`src/rtl/mult_pkg.sv`:
```
// Shared types and constants for the sequential shift-and-add multiplier.
// Holds the controller state encoding and the accumulator mux select codes.
package mult_pkg;

  typedef enum logic [1:0] {
    IDLE = 2'b00,
    CALC = 2'b01,
    DONE = 2'b10
  } mult_state_t;

  localparam logic [1:0] SEL_HOLD = 2'b00;
  localparam logic [1:0] SEL_ADD  = 2'b01;
  localparam logic [1:0] SEL_CLR  = 2'b10;

endpackage : mult_pkg

```
`src/rtl/mux3.sv`:
```
// Generic three-input multiplexer with a 2-bit select.
// The unused select code 2'b11 falls back to d0 so the output is always defined.
module mux3 #(
  parameter int WIDTH = 8
) (
  input  logic [WIDTH-1:0] d0,
  input  logic [WIDTH-1:0] d1,
  input  logic [WIDTH-1:0] d2,
  input  logic [1:0]       s,
  output logic [WIDTH-1:0] y
);

  // NOTE: y gets a value on every path (default first) so no latch is inferred.
  always_comb begin
    y = d0;
    case (s)
      2'b01:   y = d1;
      2'b10:   y = d2;
      default: y = d0;
    endcase
  end

endmodule : mux3

```
`src/rtl/mult_seq.sv`:
```
// Sequential radix-2 shift-and-add unsigned multiplier: start/done controller,
// shift registers and a mux3-selected accumulator retiring one multiplier bit per cycle.
module mult_seq
  import mult_pkg::*;
#(
  parameter int WIDTH = 8
) (
  input  logic               clk,
  input  logic               rst_n,
  input  logic               start,
  input  logic [WIDTH-1:0]   a,
  input  logic [WIDTH-1:0]   b,
  output logic               busy,
  output logic               done,
  output logic [2*WIDTH-1:0] product
);

  localparam int CW = $clog2(WIDTH);
  localparam logic [CW-1:0] CNT_LAST = CW'(WIDTH - 1);

  mult_state_t      state;
  logic [WIDTH-1:0] mcand;
  logic [WIDTH-1:0] hi;
  logic [WIDTH-1:0] lo;
  logic [CW-1:0]    cnt;

  logic [1:0]       sel;
  logic [WIDTH:0]   sum;
  logic [WIDTH:0]   nxt;

  // Clear on an accepted start, add when the current multiplier bit is set.
  always_comb begin
    sel = SEL_HOLD;
    if (state == IDLE && start) begin
      sel = SEL_CLR;
    end else if (state == CALC) begin
      sel = {1'b0, lo[0]};
    end
  end

  // The one widening point: the carry out of hi+mcand lives in sum[WIDTH].
  assign sum = {1'b0, hi} + {1'b0, mcand};

  mux3 #(
    .WIDTH (WIDTH + 1)
  ) u_acc_mux (
    .d0 ({1'b0, hi}),
    .d1 (sum),
    .d2 ({(WIDTH + 1){1'b0}}),
    .s  (sel),
    .y  (nxt)
  );

  // NOTE: sequential state uses non-blocking assignments so every register
  // samples the pre-edge values, independent of statement order.
  always_ff @(posedge clk or negedge rst_n) begin
    if (!rst_n) begin
      state   <= IDLE;
      mcand   <= '0;
      hi      <= '0;
      lo      <= '0;
      cnt     <= '0;
      product <= '0;
    end else begin
      case (state)
        IDLE: begin
          if (start) begin
            mcand <= a;
            lo    <= b;
            hi    <= nxt[WIDTH-1:0];
            cnt   <= '0;
            state <= CALC;
          end
        end
        CALC: begin
          // Shift {carry, hi, lo} right by one: carry enters hi, hi's LSB enters lo.
          hi  <= nxt[WIDTH:1];
          lo  <= {nxt[0], lo[WIDTH-1:1]};
          cnt <= cnt + CW'(1);
          if (cnt == CNT_LAST) begin
            // Capture the final {hi,lo} as it is written so product is valid with done.
            product <= {nxt[WIDTH:1], nxt[0], lo[WIDTH-1:1]};
            state   <= DONE;
          end
        end
        DONE: begin
          state <= IDLE;
        end
        default: begin
          state <= IDLE;
        end
      endcase
    end
  end

  assign busy = (state == CALC) || (state == DONE);
  assign done = (state == DONE);

endmodule : mult_seq

```
`config.mk`:
```
export PLATFORM = sky130hd
export DESIGN_NAME = mult_seq
export DESIGN_NICKNAME = d
export VERILOG_FILES = /design/src/rtl/mult_pkg.sv /design/src/rtl/mux3.sv /design/src/rtl/mult_seq.sv
export SDC_FILE = /design/constraint.sdc
export NUM_CORES = 1
export LEC_CHECK = 0
export ABC_AREA = 1
export CORE_UTILIZATION = 51
export CTS_BUF_LIST = sky130_fd_sc_hd__clkbuf_4
export DETAILED_ROUTE_END_ITERATION = 10
export PLACE_DENSITY_LB_ADDON = 0.1
export RECOVER_POWER = 25
export SLEW_MARGIN = 20
export SYNTH_ARGS = -nofsm -noshare
export SYNTH_HDL_FRONTEND = slang
export SYNTH_SLANG_ARGS = --single-unit
```
`constraint.sdc`:
```
create_clock -name clk -period 2.16 [get_ports clk]
set_input_delay 0.432 -clock clk [delete_from_list [all_inputs] [get_ports clk]]
set_output_delay 0.432 -clock clk [all_outputs]
set_load 0.03 [all_outputs]
```
==> results.json, run 1 <==
{
  "clock_sinks": 45,
  "worst_clock_skew_ns": 0.00729,
  "wirelength_um": 4870,
  "crit_type": "flop to primary output",
  "r2r-start": "hi[0]",
  "clkPwrFrac": 0.090,
  "cts_buffers": 5,
  "antennaDiodeCount": 0,
  "cp.required_ns": 1.73,
  "final_cell_mix": "88 x nand2_1, 45 x dfrtp_1, 33 x clkdlybuf4s50_1",
  "ant_nets": 0,
  "rsz0062_at_grt": "no",
  "cp.arrival_ns": 1.50,
  "port_buffers": 36,
  "ys_ff_latch": 45,
  "yosysWarnings": 0,
  "wire_per_inst_um": 13.1,
  "drv_slew": 0,
  "mostFrequentLayoutCell": "nand2_1",
  "grt_max_degree": 46,
  "cts_buffer_depth": 2,
  "finalSetupViolCount": 0,
  "p_int_mw": 2.40,
  "p_comb_frac": 0.589,
  "path_max_fanout": 4,
  "drc_errors": 0,
  "clk_pin_slew_worst_paths_ns": 0.13,
  "grt.overflow.total": 0,
  "area_delta_synth_final_pct": 19.2,
  "grt_pass1_wl_um": 8480,
  "synth-edff-count": 0,
  "ys_seq_area_frac": 0.476,
  "setup.worst_path.start": "state[0]",
  "die_x_um": 70.1,
  "h-tree-depth": 2,
  "ios": 37,
  "syn_inst": 279,
  "drive_above_1_share": 0.0815,
  "max_freq_mhz": 517,
  "die_area_mm2": 0.00491,
  "power_density_mw_per_mm2": 1620,
  "slew_headroom": 0.260,
  "multi_input_area_mm2": 0.00110,
  "dp_slack_ns": 0.329,
  "netSwitchingFraction": 0.474,
  "firstDrtPassIters": 4,
  "power_switching_mw": 2.16,
  "via_count": 1898,
  "num_rows": 24,
  "antenna_found_initial": 0,
  "routabilityCongestion": 0.914,
  "worst_pin_slew_ns": 1.11,
  "max-vdd-ir-drop_mv": 1.14,
  "cts_root_buf": "clkbuf_4",
  "final_net_count": 353,
  "die-height_um": 70.1,
  "avgSynthCellArea_um2": 8.47,
  "synthArstFlopShare": 1.00,
  "synth_cell_types": 33,
  "finalHoldViolCount": 0,
  "min_path_type": "input pin to asynchronous set/reset pin",
  "synth_ff_type": "dfrtp_1",
  "cts_tree": "built",
  "first_global_vias": 1860,
  "synth_area_mm2": 0.00236,
  "layout_worst_path_cycle_share": 0.895,
  "p_leak_nw": 1.38,
  "core_mm2": 0.00441,
  "start_kind": "flop",
  "synth_nets": 314,
  "final.min_clock_period_ns": 1.93,
  "ctsHoldBuffers": 0,
  "place.detailed.hpwl_um": 3630,
  "seq_area_mm2": 0.00113,
  "status": "finished clean",
  "maxCapViolCount": 0,
  "worst_setup_path_end_kind": "primary output",
  "n_fill_cell": 397,
  "finalSetupTns_ns": 0,
  "drt_iter0_drc": 131,
  "clk_latency_ns": 0.35,
  "viasPerCell": 5.12,
  "post_cts_buffers": 0,
  "seqPwrFrac": 0.321,
  "setup_slack_ns": 0.226,
  "globalRouteTotalUtil": 0.219,
  "start_util": 0.535
}
[power groups by stage]
stage	Sequential (mW)	Clock, mW	Combinational, mW
6_report	1.46	0.409	2.68
5_1_grt	1.51	0.460	3.01
4_1_cts	1.46	0.417	2.70
3_5_place_dp	1.48	0	2.71
3_3_place_gp	1.48	0	2.63
2_1_floorplan	1.65	0	1.80
[sequential cells by signal, indices dropped and copies added (netlist names)]
name / flops
hi: 8
cnt: 3
mcand: 8
lo: 8
product: 16
state: 2
[final timing paths]
kind	endpoint	slack, ns	cells after the start
worst max-delay path	busy	0.23	3
worst min-delay path	mcand[6]	0.35	2
worst max register to register	hi[3]	0.32	12
worst min register to register	product[5]	0.50	2
max in group asynchronous	lo[7]	1.14	2
min in group clk	product[5]	0.50	2
[timing repair]
| item | 4_1_cts | 5_1_grt |
|---|---|---|
| gates resized for setup | 2 | 0 |
| hold endpoints to repair | 0 | 0 |
| setup endpoints to repair | 2 | 0 |
[worst max-delay path, stage by stage (launching register included)]
cell           delay (ns)
dfrtp_1              0.40
inv_1                0.10
ha_1                 0.28
dlygate4sd2_1        0.39
[cells by family (layout without fill, tap and decap cells)]
group | count (synthesis) | count (layout) | share of synthesized area
and+or+nand+nor | 135 | 135 | 0.249
AOI/OAI and AO/OA | 49 | 49 | 0.128
adders and majority gates | 16 | 16 | 0.0879
DFF | 45 | 45 | 0.476
buffers and inverters | 34 | 74 | 0.0593
[cell type report]
cell class / count / area share
clock buffers: 6 / 0.0160
clock inverters: 2 / 0.00355
inverters: 28 / 0.0382
multi-input cells: 200 / 0.390
flip-flops and latches: 45 / 0.400
well taps: 52 / 0.0231
repair buffers: 38 / 0.130
[metal layers]
metal  vias up  track usage  part of all wire
met2        33        0.347              0.47
met3         2       0.0390             0.032
met1       876        0.314              0.49
li1        987            -                 -
met5         -            0                 0
met4         0       0.0533            0.0051
[cells in the mapped netlist, types with 4 or more instances]
cell,number,share of area
nand2_1,88,0.14
dfrtp_1,45,0.48
inv_1,23,0.037
nor2_1,18,0.029
o21ai_0,17,0.036
nand3_1,16,0.034
ha_1,15,0.079
a21oi_1,11,0.023
a31oi_1,8,0.021
o211ai_1,6,0.019
inv_2,4,0.0064
[through the flow]
step | util | power [mW] | hold slack [ns] | area [um2] | cells
floorplan | - | 3.45 | 0.136 | 2360 | 279
global placement | 0.627 | 4.10 | 0.464 | 2770 | 363
detailed placement | 0.627 | 4.19 | 0.473 | 2770 | 363
CTS | 0.639 | 4.58 | 0.161 | 2820 | 371
global route | 0.638 | 4.98 | 0.444 | 2820 | 371
finish | 0.638 | 4.56 | 0.351 | 2820 | 371
(Power assumes the default switching activity.)
==> inputs of run 2 (changes only) <==
Settings changed: CAP_MARGIN set to 25, CORE_MARGIN set to 2.
==> results.json, run 2 (synthesized netlist as in run 1, its figures left out) <==
{
  "routabilityCongestion": 0.942,
  "cp.buffers_inverters": 2,
  "drv_slew": 30,
  "max-vdd-ir-drop_mv": 0.999,
  "clk_latency_ns": 0.37,
  "globalRouteTotalUtil": 0.213,
  "min_path_type": "input pin to asynchronous set/reset pin",
  "wirelength_um": 4960,
  "cp_cell_sequence": "inv_1 -> ha_1 -> dlygate4sd2_1",
  "finalSetupTns_ns": 0,
  "layout_worst_path_cycle_share": 0.904,
  "dp_slack_ns": 0.317,
  "cp.required_ns": 1.73,
  "drive_above_1_share": 0.0813,
  "clock_sinks": 45,
  "grt.overflow.total": 0,
  "clk_pin_slew_worst_paths_ns": 0.15,
  "finalSetupViolCount": 0,
  "die_x_um": 72.1,
  "ctsHoldBuffers": 0,
  "antennaDiodeCount": 0,
  "cts_tree": "built",
  "final_cell_mix": "88 x nand2_1, 45 x dfrtp_1, 33 x clkdlybuf4s50_1",
  "cp.arrival_ns": 1.52,
  "antenna_found_initial": 0,
  "start_kind": "flop",
  "final_net_count": 354,
  "slowest_delay_ns": 0.40,
  "port_buffers": 36,
  "ant_nets": 0,
  "power_density_mw_per_mm2": 1610,
  "crit_type": "flop to primary output",
  "path_max_fanout": 4,
  "cpMaxStageDelayCell": "dfrtp_1",
  "maxCapViolCount": 1,
  "worst_setup_path_end_kind": "primary output",
  "num_rows": 24,
  "area_delta_synth_final_pct": 19.9,
  "wire_per_inst_um": 13.3,
  "ios": 37,
  "crit_family": "buffers and inverters",
  "rsz0062_at_grt": "no",
  "max_flop_register": "product",
  "die_area_mm2": 0.00519,
  "h-tree-depth": 2,
  "status": "finished with violations",
  "finalHoldViolCount": 0,
  "p_leak_nw": 1.37,
  "slew_headroom": -0.0205,
  "max_freq_mhz": 512,
  "cts_buffer_depth": 2,
  "core_mm2": 0.00441,
  "violations": "capacitance limit, slew limit",
  "setup_slack_ns": 0.208,
  "largest_reg_flops": 16,
  "drc_errors": 0,
  "start_util": 0.535,
  "drt_iter0_drc": 111,
  "cts_buffers": 5,
  "die-height_um": 72.1,
  "mostFrequentLayoutCell": "nand2_1",
  "place.detailed.hpwl_um": 3700,
  "grt_max_degree": 30,
  "firstDrtPassIters": 4,
  "worst_pin_slew_ns": 1.53,
  "cts_root_buf": "clkbuf_4",
  "via_count": 1918,
  "final.min_clock_period_ns": 1.95,
  "viasPerCell": 5.16,
  "first_global_vias": 1833,
  "grt_pass1_wl_um": 8600,
  "worst_clock_skew_ns": 0.0163
}
==> run 2: layer usage <==
layer	global-route usage	vias to the layer above	wire length [um]
li1	-	990	-
met1	0.312	882	2460
met2	0.324	42	2300
met3	0.0417	4	168
met4	0.0629	0	36
met5	0	-	0
==> run 2: what timing repair did <==
action / 4_1_cts / 5_1_grt
setup endpoints to repair: 2 / 0
resized for setup: 2 / 0
setup buffers: 0 / 0
==> run 2: stage by stage <==
step                      power, mW  instance area [um2]  utilization  hold WS [ns]  std cells
final                          4.57                 2830        0.642         0.410        372
after global routing           5.02                 2830        0.642         0.529        372
after CTS                      4.60                 2830        0.642        0.0730        372
after detailed placement       4.18                 2770        0.628         0.472        364
after global placement         4.12                 2770        0.628         0.465        364
after floorplan                3.45                 2360            -         0.136        279
==> run 2: power by group <==
part	internal (mW)	total [mW]	leakage (nW)	switching (mW)
Sequential	1.23	1.47	0.538	0.242
Combinational	1.03	2.67	0.805	1.64
Clock	0.133	0.428	0.0318	0.295
==> run 2: layout make-up <==
type                       count  area, um2
clock buffer                   5       37.5
clock inverter                 3       25.0
fill                         412       1580
inverter                      28        108
multi-input combinational    200       1100
sequential                    45       1130
tap                           52       65.1
timing repair buffer          39        374
==> run 2: final timing paths <==
path / slack, ns / depth (start not counted) / to / start
setup / recovery: 0.21 / 3 / busy / state[0]
hold / removal: 0.41 / 1 / product[11] / rst_n
setup reg to reg: 0.32 / 12 / hi[3] / hi[0]
hold reg to reg: 0.50 / 2 / product[3] / product[3]
max in group asynchronous: 0.84 / 2 / hi[3] / rst_n
min in group clk: 0.50 / 2 / product[3] / product[3]
==> run 2: worst reg2reg max path: stages (launching register included) <==
cell     delay [ns]
dfrtp_1        0.40
ha_1           0.18
inv_1          0.05
fa_1           0.36
inv_1          0.07
nand2_1        0.07
nand2_1        0.11
and2_4         0.16
nand2_1        0.05
nand3_1        0.11
nand3_1        0.09
nand2_1        0.07
nand2_1        0.05
==> inputs of run 3 (changes only) <==
Settings changed: CTS_CLUSTER_DIAMETER set to 100.
==> results of run 3 <==
The final DEF is identical to that of run 2; final timing and power are the same.
